## config.mk

```make
export PLATFORM = sky130hd
export DESIGN_NAME = bank_fill_sched
export DESIGN_NICKNAME = d
export VERILOG_FILES = /design/src/rtl/bank_fill_sched.sv
export SDC_FILE = /design/constraint.sdc
export NUM_CORES = 1
export LEC_CHECK = 0
export BUFFER_PORTS_ARGS = -buffer_cell sky130_fd_sc_hd__buf_2
export CAP_MARGIN = 20
export CELL_PAD_IN_SITES_DETAIL_PLACEMENT = 0
export CELL_PAD_IN_SITES_GLOBAL_PLACEMENT = 2
export CORE_MARGIN = 4
export CORE_UTILIZATION = 36
export DETAILED_ROUTE_END_ITERATION = 10
export GPL_TIMING_DRIVEN = 0
export PLACE_DENSITY_LB_ADDON = 0.1
export SYNTH_ARGS = -nofsm -noshare
export SYNTH_HDL_FRONTEND = slang
export SYNTH_SLANG_ARGS = --single-unit
```

## constraint.sdc

```tcl
create_clock -name clk -period 4.7 [get_ports clk]
set_input_delay 0.705 -clock clk [delete_from_list [all_inputs] [get_ports clk]]
set_output_delay 0.705 -clock clk [all_outputs]
set_load 0.05 [all_outputs]
```

## src/rtl/bank_fill_sched.sv

```systemverilog
// bank_fill_sched: sequences an upstream byte stream into NUM_BANKS single-port
// RAM banks of BANK_DEPTH bytes each, and tracks per-bank full flags.
//
// Ports:
//   clk, rst                  clock, asynchronous active-high reset
//   load_en, flush            loading enable (level), synchronous pointer/flag clear
//   in_valid/in_data/in_ready upstream byte handshake (in_ready depends only on state and flush)
//   rel_valid/rel_bank        consumer releases a full bank
//   ram_wr_en/ram_address/ram_select/ram_data  registered RAM write port
//   bank_full, full_count     per-bank full flags and their population count
//   bank_done/bank_done_idx   one-cycle pulse when a bank completes
//   rel_err                   one-cycle pulse when a non-full bank is released

// Per-bank full flag. full_n is exported so the scheduler can look ahead at the
// post-edge flag of the bank it is about to write.
module bank_flag (
    input  logic clk,
    input  logic rst,
    input  logic flush,
    input  logic set,
    input  logic clr,
    output logic full,
    output logic full_n
);
    assign full_n = flush ? 1'b0 : (set | (full & ~clr));

    always_ff @(posedge clk or posedge rst) begin
        if (rst) full <= 1'b0;
        else     full <= full_n;
    end
endmodule

module bank_fill_sched #(
    parameter int NUM_BANKS  = 16,
    parameter int SEL_W      = 4,
    parameter int BANK_DEPTH = 940,
    parameter int ADDR_W     = 10
) (
    input  logic                 clk,
    input  logic                 rst,
    input  logic                 load_en,
    input  logic                 flush,
    input  logic                 in_valid,
    input  logic [7:0]           in_data,
    output logic                 in_ready,
    input  logic                 rel_valid,
    input  logic [SEL_W-1:0]     rel_bank,
    output logic                 ram_wr_en,
    output logic [ADDR_W-1:0]    ram_address,
    output logic [SEL_W-1:0]     ram_select,
    output logic [7:0]           ram_data,
    output logic [NUM_BANKS-1:0] bank_full,
    output logic                 bank_done,
    output logic [SEL_W-1:0]     bank_done_idx,
    output logic [SEL_W:0]       full_count,
    output logic                 rel_err
);
    localparam int CNT_W = SEL_W + 1;

    typedef enum logic [1:0] {IDLE, FILL, STALL} state_t;

    state_t               state, state_n;
    logic [SEL_W-1:0]     wr_sel, sel_n;
    logic [ADDR_W-1:0]    wr_addr, addr_n;
    logic                 accept, last, done_n, rel_hit, rel_miss;
    logic [NUM_BANKS-1:0] set_vec, clr_vec, full_n;

    // flush blocks acceptance in its own cycle; no path from in_valid.
    assign in_ready = (state == FILL) && !flush;
    assign accept   = in_valid && in_ready;
    assign last     = (wr_addr == ADDR_W'(BANK_DEPTH - 1));
    assign done_n   = accept && last;

    // A release of a non-full bank is an error; a completing bank is still
    // non-full this cycle, so releasing it together with completion errors too.
    assign rel_hit  = rel_valid && bank_full[rel_bank] && !flush;
    assign rel_miss = rel_valid && !bank_full[rel_bank] && !flush;

    for (genvar i = 0; i < NUM_BANKS; i++) begin : g_bank
        assign set_vec[i] = done_n && (wr_sel == SEL_W'(i));
        assign clr_vec[i] = rel_hit && (rel_bank == SEL_W'(i));
        bank_flag u_flag (
            .clk    (clk),
            .rst    (rst),
            .flush  (flush),
            .set    (set_vec[i]),
            .clr    (clr_vec[i]),
            .full   (bank_full[i]),
            .full_n (full_n[i])
        );
    end

    // Next pointers and next state. The state looks at the post-edge flag of
    // the post-edge write bank, so a release or a wrap is reflected in
    // in_ready exactly one cycle later.
    always_comb begin
        sel_n  = wr_sel;
        addr_n = wr_addr;
        if (flush) begin
            sel_n  = '0;
            addr_n = '0;
        end else if (accept) begin
            if (last) begin
                addr_n = '0;
                sel_n  = wr_sel + SEL_W'(1); // power-of-two bank count wraps naturally
            end else begin
                addr_n = wr_addr + ADDR_W'(1);
            end
        end
        if (!load_en)            state_n = IDLE;
        else if (full_n[sel_n])  state_n = STALL;
        else                     state_n = FILL;
    end

    always_ff @(posedge clk or posedge rst) begin
        if (rst) begin
            state         <= IDLE;
            wr_sel        <= '0;
            wr_addr       <= '0;
            ram_wr_en     <= 1'b0;
            ram_address   <= '0;
            ram_select    <= '0;
            ram_data      <= '0;
            bank_done     <= 1'b0;
            bank_done_idx <= '0;
            full_count    <= '0;
            rel_err       <= 1'b0;
        end else begin
            state     <= state_n;
            wr_sel    <= sel_n;
            wr_addr   <= addr_n;
            ram_wr_en <= accept;
            if (accept) begin
                ram_address <= wr_addr;
                ram_select  <= wr_sel;
                ram_data    <= in_data;
            end
            bank_done <= done_n;
            if (done_n) bank_done_idx <= wr_sel;
            rel_err <= rel_miss;
            if (flush) full_count <= '0;
            else       full_count <= full_count + CNT_W'(done_n) - CNT_W'(rel_hit);
        end
    end
endmodule

```

==> results of run 1 <==
==> routing by layer <==
metal,up-vias,part of all wire,global-route usage
met5,-,0,0
met2,72,0.48,0.275
li1,1453,-,-
met3,10,0.052,0.0354
met1,1419,0.46,0.228
met4,0,0.012,0.0622
==> flip-flops by register name, summed over array words and instances, names as in the netlist <==
name,count
bank_done,1
bank_done_idx,4
full_count,5
g_bank.u_flag.full,16
ram_address,10
ram_data,8
ram_select,4
ram_wr_en,1
rel_err,1
state,2
wr_addr,10
wr_sel,4
==> path summary, 6_finish.rpt <==
path                            slack (ps)                            to  cells past startpoint
worst max-delay path                  1110       full_count[4]$_DFF_PP0_                     12
worst min-delay path                   460  bank_done_idx[2]$_DFFE_PP0N_                      2
worst max register to register        1570       full_count[4]$_DFF_PP0_                     11
worst min register to register         460  bank_done_idx[2]$_DFFE_PP0N_                      2
max in group asynchronous             3630     ram_select[0]$_DFFE_PP0N_                      2
min in group asynchronous              530       full_count[0]$_DFF_PP0_                      2
==> cells in the mapped netlist (3+ instances only) <==
library cell and instances:
nand2_1 95, dfrtp_1 66, nor2_1 20, o21ai_0 19, buf_4 16, inv_1 16
nand3_1 16, a21oi_1 15, clkbuf_1 13, ha_1 10, nor2b_1 10, and3_1 7
o31ai_1 7, mux2i_1 5, mux4_2 5, a21o_1 4, nand2b_1 4, nand4_1 4
a311oi_1 3, a31oi_1 3, mux2_4 3, o211ai_1 3, xnor2_1 3, xor2_1 3
==> where the power goes <==
part / leakage [nW] / total [mW] / internal, mW / switching (mW)
clock network: 0.106 / 0.495 / 0.285 / 0.209
registers: 0.906 / 0.592 / 0.583 / 0.00831
logic: 1.21 / 0.133 / 0.0289 / 0.105
total: 2.22 / 1.22 / 0.898 / 0.322
==> layout make-up <==
class / count / area share
multi-input combinational: 267 / 0.384
inverter: 19 / 0.0179
clock inverter: 2 / 0.00820
buffer: 34 / 0.0477
clock buffer: 13 / 0.0395
sequential: 66 / 0.386
timing repair buffer: 66 / 0.0773
tap: 133 / 0.0389
==> cells by family after synthesis <==
| family | count (synthesis) |
|---|---|
| buffers and inverters | 53 |
| AND/OR/NAND/NOR | 169 |
| multiplexers | 15 |
| XOR/XNOR | 6 |
| adder cells (fa/ha/maj) | 11 |
| AO/OA/AOI/OAI | 66 |
| flip-flops | 66 |
==> metrics by stage <==
step	std cells	utilization	cell area [um^2]	hold WS, ps	total power [mW]
floorplan	386	-	3570	464	0.698
global placement	585	0.418	4070	448	0.737
detailed placement	585	0.418	4070	455	0.738
CTS	600	0.439	4270	471	1.24
global route	600	0.439	4270	496	1.27
finish	600	0.439	4270	465	1.22
==> critical path, stage by stage <==
cell,delay (ps)
clkbuf_1,400
mux4_2,590
mux4_2,480
and2_1,170
ha_1,270
inv_1,40
ha_1,200
fa_1,410
a21o_1,200
a21oi_1,170
xnor2_1,130
nor2_1,50
==> flow_summary.ini, run 1 <==
[route]
drtIter0Drc = 134
vias_per_cell = 4.92
wl_per_cell_um = 15.6
post-route-drc-count = 0
vias = 2954
ant_nets = 0
wirelength_um = 9370
first_pass_iters = 4

[floorplan]
fp-row-count = 36
die_area_um2 = 11600
floorplan.initialDensity = 0.367
core-area_um2 = 9730
die_x_um = 108
io_pins = 69
die_h_um = 108

[cells_and_area]
antenna_cells = 0
multi_input_area_um2 = 1640
syn_to_final_growth_pct = 19.7
layout_common_cells = nand2_1 (95), buf_2 (67), dfrtp_1 (66)
drive_gt1_frac = 0.253
layout_commonest_cell = nand2_1
fin_nets = 492
fillers = 1035
ff_latch_area_um2 = 1650

[global_route]
antenna_found_initial = 0
grt_pass1_wl_um = 15600
first_global_vias = 3024
grt_max_degree = 67
grt.total_usage = 0.171
gr-total-overflow = 0

[clock_tree]
clkLatencyLatePin_ps = 340
htree_levels = 3
clockRootBuffer = clkbuf_8
cts_setup_buffers = 0
cts_tree = done
cts_resized = 0
cts.clk_slew.worst_paths_ps = 70
cts_hold_buf = 0
cts_buffers = 9
clock_sinks = 66
clockBufferDepth = 2

[worst_setup_path]
startpoint = rel_bank[0]
end_kind = register
cp.arrival_ps = 3800
critical_path_peak_fanout = 9
worstSetupPathType = in2reg
timing.rr.start = g_bank[12].u_flag.full$_DFF_PP0_
startpoint_type = input pin
required_ps = 4910

[placed_design]
hpwlAfterDp_um = 6730
placement.io_buffers = 66
dpl_worst_slack_ps = 733
globalplace.congestion = 0.817

[synthesis]
yosys_warnings = 0
synth_top_area_frac = 0.463
syn_inst = 386
synthAdderAreaFrac = 0.0406
synth-simple-area-share = 0.217
syn_nets = 415
synth_seq_cells = 66
synth-xor-area-share = 0.0147
synth_cell_types = 52
synth_edf_count = 0
yosys.area.top_type = dfrtp_1
ys_top_cells_by_area = dfrtp_1 (46%), nand2_1 (10%), ha_1 (3.5%)
synth_area_um2 = 3570
muxShareOfSynthArea = 0.0676
yosysSeqAreaShare = 0.463
avgSynthCellArea_um2 = 9.25
synth_top_family_by_area = simple AND/OR/NAND/NOR gates
synth-compound-area-share = 0.119
synth_async_sr_flop_share = 1.00
ys.flop_type = dfrtp_1

[timing]
final_max_slew_viol_count = 0
fmax_ghz = 0.279
slew_headroom = 0.450
final.setup.tns_ps = 0
rsz0062_at_grt = no
setup_violations = 0
hold_viol_final = 0
max_slew.worst_pin.slew_ps = 826
period_minus_slack_ps = 3590
period_share = 0.764
fin_ws_ps = 1110
clock_skew_ps = 7.64

[power_and_ir_drop]
vdd_drop_max_uv = 134
p_per_area_nw_per_um2 = 285
leakagePower_nw = 2.22

[hold_path]
hp-start = bank_done_idx[2]$_DFFE_PP0N_
hold_class = reg2reg

[run_status]
status = finished, final reports clean

[job]
cap_violations = 0
(Power assumes the default switching activity.)
==> run 2: changes to the inputs <==
Settings changed: CORE_UTILIZATION 36 to 34.
Clock period 4.7 ns to 3.6 ns, I/O delays scaled along.
==> flow_summary.ini, run 2 (synthesis gave the netlist of run 1 again) <==
[cells_and_area]
final_area_um2 = 4290
largest_register = g_bank.u_flag.full
antenna_cells = 0
syn_to_final_growth_pct = 20.3
drive_gt1_frac = 0.256
fin_nets = 492
final_util = 0.418
largest_reg_flops = 16
layout_common_cells = nand2_1 (95), buf_2 (67), dfrtp_1 (66)
top_regs = g_bank.u_flag.full x16, ram_address x10, wr_addr x10
layout_commonest_cell = nand2_1
fin_cells = 604

[route]
post-route-drc-count = 0
wirelength_um = 9480
wl_per_cell_um = 15.7
drtIter0Drc = 93
ant_nets = 0
vias = 2944
vias_per_cell = 4.87
first_pass_iters = 4

[power_and_ir_drop]
swShare = 0.264
p_clk_frac = 0.422
switching_power_uw = 433
share_seq_of_total_power = 0.471
power_frac_comb = 0.106
intPower_mw = 1.21
p_per_area_nw_per_um2 = 382
leakagePower_nw = 2.23
vdd_drop_max_uv = 170

[placed_design]
post_dp_cell_area_um2 = 4070
dpl_worst_slack_ps = -250
dp_cells = 588
placement.io_buffers = 66
globalplace.congestion = 0.844
hpwlAfterDp_um = 6820

[clock_tree]
htree_levels = 3
clock_sinks = 66
clkLatencyLatePin_ps = 340
cts.clk_slew.worst_paths_ps = 70
clockRootBuffer = clkbuf_8
cts_resized = 0
cts_setup_buffers = 0
cts_buffers = 9
cts_tree = done
clockBufferDepth = 2
cts_hold_buf = 0

[hold_path]
hold_class = in2async

[global_route]
first_global_vias = 3072
gr-total-overflow = 0
grt_max_degree = 67
grt.total_usage = 0.159
grt_pass1_wl_um = 16000
antenna_found_initial = 0

[timing]
period_minus_slack_ps = 3270
slew_headroom = 0.442
period_share = 0.908
clock_skew_ps = 7.43
final_max_slew_viol_count = 0
hold_viol_final = 0
max_slew.worst_pin.slew_ps = 837
rsz0062_at_grt = no
fin_ws_ps = 332
fmax_ghz = 0.306
setup_violations = 0

[floorplan]
floorplan.initialDensity = 0.347
die_x_um = 110
io_pins = 69
core-area_um2 = 10300
fp-row-count = 37
die_h_um = 110
die_area_um2 = 12200

[worst_setup_path]
worstSetupPathType = in2reg
crit_buf_inv = 2
crit_slowest_cell = mux4_2
critPathTopFamily = multiplexers
end_kind = register
cp.arrival_ps = 3470
crit_path_max_incr_delay_ps = 480
startpoint_type = input pin
critical_path_peak_fanout = 10
crit_chain = clkbuf_1, mux4_2, mux4_2, and2_1, ha_1, inv_1, ha_1, fa_1, a21o_1, a21oi_1, xnor2_1, nor2_1
required_ps = 3800

[run_status]
status = finished, final reports clean

[job]
cap_violations = 0
==> run 2: cell types whose count changed in the layout (fill, tap and decap cells not counted) <==
cell	before	now
bufinv_16	1	2
clkbuf_1	14	13
clkbuf_2	0	1
clkbuf_8	12	10
clkinv_2	1	2
clkinvlp_4	0	1
==> run 2: cell type report <==
cell class / count / area, um^2
Fill cell: 1097 / 5980
Sequential cell: 66 / 1650
Multi-Input combinational cell: 267 / 1640
Timing Repair Buffer: 66 / 330
Buffer: 34 / 205
Tap cell: 136 / 170
Clock buffer: 11 / 141
Clock inverter: 5 / 77.6
Inverter: 19 / 76.3
==> run 2: worst paths after layout <==
check                                           startpoint  slack [ps]  depth (start not counted)                      endpoint
max in group asynchronous                              rst        2680                          2       ram_data[3]$_DFFE_PP0N_
setup reg to reg           g_bank[5].u_flag.full$_DFF_PP0_         430                         11       full_count[4]$_DFF_PP0_
hold / removal                                         rst         380                          2           ram_wr_en$_DFF_PP0_
hold reg to reg               bank_done_idx[2]$_DFFE_PP0N_         470                          2  bank_done_idx[2]$_DFFE_PP0N_
setup / recovery                               rel_bank[1]         330                         12       full_count[4]$_DFF_PP0_
min in group clk                                in_data[2]         390                          3       ram_data[2]$_DFFE_PP0N_
==> run 2: power groups by stage <==
stage | registers, mW | clock network (mW) | logic, mW
after detailed placement | 0.786 | 0 | 0.178
after floorplan | 0.852 | 0 | 0.0588
final | 0.773 | 0.692 | 0.174
after global routing | 0.776 | 0.746 | 0.192
after CTS | 0.772 | 0.720 | 0.178
after global placement | 0.786 | 0 | 0.178
==> run 2: worst register-to-register path, stage by stage (launching register included) <==
cell	delay, ps
dfrtp_1	410
mux4_2	480
mux4_2	480
and2_1	160
ha_1	260
inv_1	40
ha_1	200
fa_1	420
a21o_1	200
a21oi_1	180
xnor2_1	140
nor2_1	50
==> run 2: stage by stage <==
stage	setup TNS, ps	hold WS [ps]	total power, mW
2_1_floorplan	0	464	0.911
3_3_place_gp	-245	450	0.964
3_5_place_dp	-250	456	0.964
4_1_cts	0	364	1.67
5_1_grt	0	385	1.71
6_report	0	377	1.64
==> run 2: layer usage <==
| layer | track usage | wire (um) | vias to the layer above |
|---|---|---|---|
| met5 | 0 | 0 | - |
| met3 | 0.0405 | 415 | 8 |
| li1 | - | - | 1451 |
| met2 | 0.244 | 4370 | 68 |
| met4 | 0.0460 | 88 | 0 |
| met1 | 0.221 | 4610 | 1417 |
==> run 3: changes to the inputs <==
Settings changed: ABC_AREA set to 1, CORE_UTILIZATION 34 to 32, CTS_BUF_LIST set to sky130_fd_sc_hd__clkbuf_16, TNS_END_PERCENT set to 10.
==> flow_summary.ini, run 3 <==
[run_status]
status = finished, final reports clean

[worst_setup_path]
worstSetupPathType = in2reg
critical_path_peak_fanout = 9
crit_chain = clkbuf_1, inv_1, nand2_1, nand2_1, nand2_1, nand2_1, inv_1, nand2_1, nand2_1, inv_1, ha_1, inv_1, ha_1, fa_1, nand2_1, nand2_1, a21oi_1, xor2_1, nor2_1
crit_slowest_cell = fa_1
crit_path_max_incr_delay_ps = 410
required_ps = 3790
end_kind = register
timing.rr.start = wr_addr[0]$_DFFE_PP0P_
cp.arrival_ps = 3210
startpoint_type = input pin
crit_top_cell = nand2_1
startpoint = rel_bank[1]

[power_and_ir_drop]
swShare = 0.263
share_seq_of_total_power = 0.430
intPower_mw = 1.33
vdd_drop_max_uv = 220
p_clk_frac = 0.469
power_frac_comb = 0.102
p_per_area_nw_per_um2 = 401
leakagePower_nw = 2.51
switching_power_uw = 473

[route]
vias = 3249
post-route-drc-count = 0
vias_per_cell = 4.58
wirelength_um = 9920
first_pass_iters = 4
drtIter0Drc = 110
wl_per_cell_um = 14.0
ant_nets = 0

[cells_and_area]
drive_gt1_frac = 0.202
antenna_cells = 0
layout_common_cells = nand2_1 (172), buf_2 (67), dfrtp_1 (66)
fillers = 1201
fin_cells = 709
final_area_um2 = 4490
syn_to_final_growth_pct = 21.5
multi_input_area_um2 = 1600
layout_commonest_cell = nand2_1
final_util = 0.405
largest_register = g_bank.u_flag.full
top_regs = g_bank.u_flag.full x16, ram_address x10, wr_addr x10
largest_reg_flops = 16
fin_nets = 593
ff_latch_area_um2 = 1650

[clock_tree]
htree_levels = 3
clock_sinks = 66
cts_setup_buffers = 0
clockBufferDepth = 2
cts_hold_buf = 0
cts_buffers = 9
clockRootBuffer = clkbuf_16
cts.clk_slew.worst_paths_ps = 50
clkLatencyLatePin_ps = 330
cts_tree = done
cts_resized = 0

[placed_design]
post_dp_cell_area_um2 = 4200
dp_cells = 693
globalplace.congestion = 0.769
hpwlAfterDp_um = 7570
placement.io_buffers = 66

[floorplan]
core-area_um2 = 11100
die_x_um = 115
floorplan.initialDensity = 0.333
fp-row-count = 38
die_area_um2 = 13300
io_pins = 69
die_h_um = 115

[timing]
period_minus_slack_ps = 3020
slew_headroom = 0.452
period_share = 0.840
hold_viol_final = 0
clock_skew_ps = 4.55
rsz0062_at_grt = no
fmax_ghz = 0.331
setup_violations = 0
final.setup.tns_ps = 0
max_slew.worst_pin.slew_ps = 822
final_max_slew_viol_count = 0
fin_hold_ws_ps = 370

[synthesis]
yosys.area.top_type = dfrtp_1
ys_top_cells_by_area = dfrtp_1 (45%), nand2_1 (17%), inv_1 (6.1%)
synth_most_common_cell = nand2_1
synth_area_um2 = 3690
synth_edf_count = 0
syn_inst = 487
synth_async_sr_flop_share = 1.00
synth_top_area_frac = 0.447
syn_nets = 516
synthTopCellsByCount = nand2_1 (172), dfrtp_1 (66), inv_1 (60), nand3_1 (34), nor2_1 (30)
synth_cell_types = 33
avgSynthCellArea_um2 = 7.58
synth_seq_cells = 66
ys.flop_type = dfrtp_1
yosys_warnings = 0
yosysSeqAreaShare = 0.447

[global_route]
first_global_vias = 3295
grt.total_usage = 0.160
antenna_found_initial = 0
grt_pass1_wl_um = 16600
grt_max_degree = 67
gr-total-overflow = 0

[job]
cap_violations = 0

[hold_path]
hold_class = in2async
-- run 3: changes by cell type in the layout (fill, tap and decap cells not counted), sizes merged, moves of 5 or more --
cell and delta:
nor3 +7, nor2b -10, nand3 +18, nand2 +78, mux4 -5, o31ai -7, mux2i -6, nor2 +12
o21ai +8, clkbuf -6, inv +46, and3 -5
-- run 3: cells by family after synthesis --
logic type | count (synthesis) | share of synthesized area
buffers and inverters | 96 | 0.121
flip-flops | 66 | 0.447
AO/OA/AOI/OAI | 52 | 0.0752
XOR/XNOR | 5 | 0.0119
adder cells (fa/ha/maj) | 11 | 0.0393
AND/OR/NAND/NOR | 257 | 0.306
-- run 3: power by group through the flow --
stage / Sequential, mW / Combinational, mW / Clock [mW]
finish: 0.774 / 0.183 / 0.844
global route: 0.776 / 0.202 / 0.903
CTS: 0.774 / 0.188 / 0.870
detailed placement: 0.786 / 0.188 / 0
global placement: 0.786 / 0.186 / 0
floorplan: 0.854 / 0.0639 / 0
-- run 3: layout make-up --
class                      count  area share
sequential                    66       0.368
multi-input combinational    325       0.356
timing repair buffer          66      0.0736
inverter                      65      0.0555
clock buffer                   9      0.0502
buffer                        31      0.0446
tap                          140      0.0390
clock inverter                 7      0.0134
-- run 3: worst paths after layout --
check / cells after the start / endpoint / slack [ps]
setup / recovery: 19 / full_count[4]$_DFF_PP0_ / 580
hold / removal: 2 / full_count[4]$_DFF_PP0_ / 370
setup reg to reg: 15 / full_count[4]$_DFF_PP0_ / 680
hold reg to reg: 2 / ram_data[0]$_DFFE_PP0N_ / 480
max in group asynchronous: 2 / rel_err$_DFF_PP0_ / 2680
min in group clk: 3 / ram_data[6]$_DFFE_PP0N_ / 400
-- run 3: metrics by stage --
step / total power, mW / worst slack [ps]
floorplan: 0.918 / 360
global placement: 0.972 / 151
detailed placement: 0.974 / 174
finish: 1.80 / 576
CTS: 1.83 / 516
global route: 1.88 / 262
-- run 3: worst max-delay path, delay by kind of cell --
kind / cells / cell delay [ps]
AO/OA/AOI/OAI: 1 / 140
XOR/XNOR: 1 / 150
adder cells (fa/ha/maj): 3 / 890
buffers and inverters: 5 / 710
AND/OR/NAND/NOR: 9 / 770
-- run 3: metal layers --
layer / share of wire / global-route usage
met1: 0.47 / 0.210
met2: 0.46 / 0.258
met3: 0.041 / 0.0282
met4: 0.029 / 0.0782
met5: 0 / 0
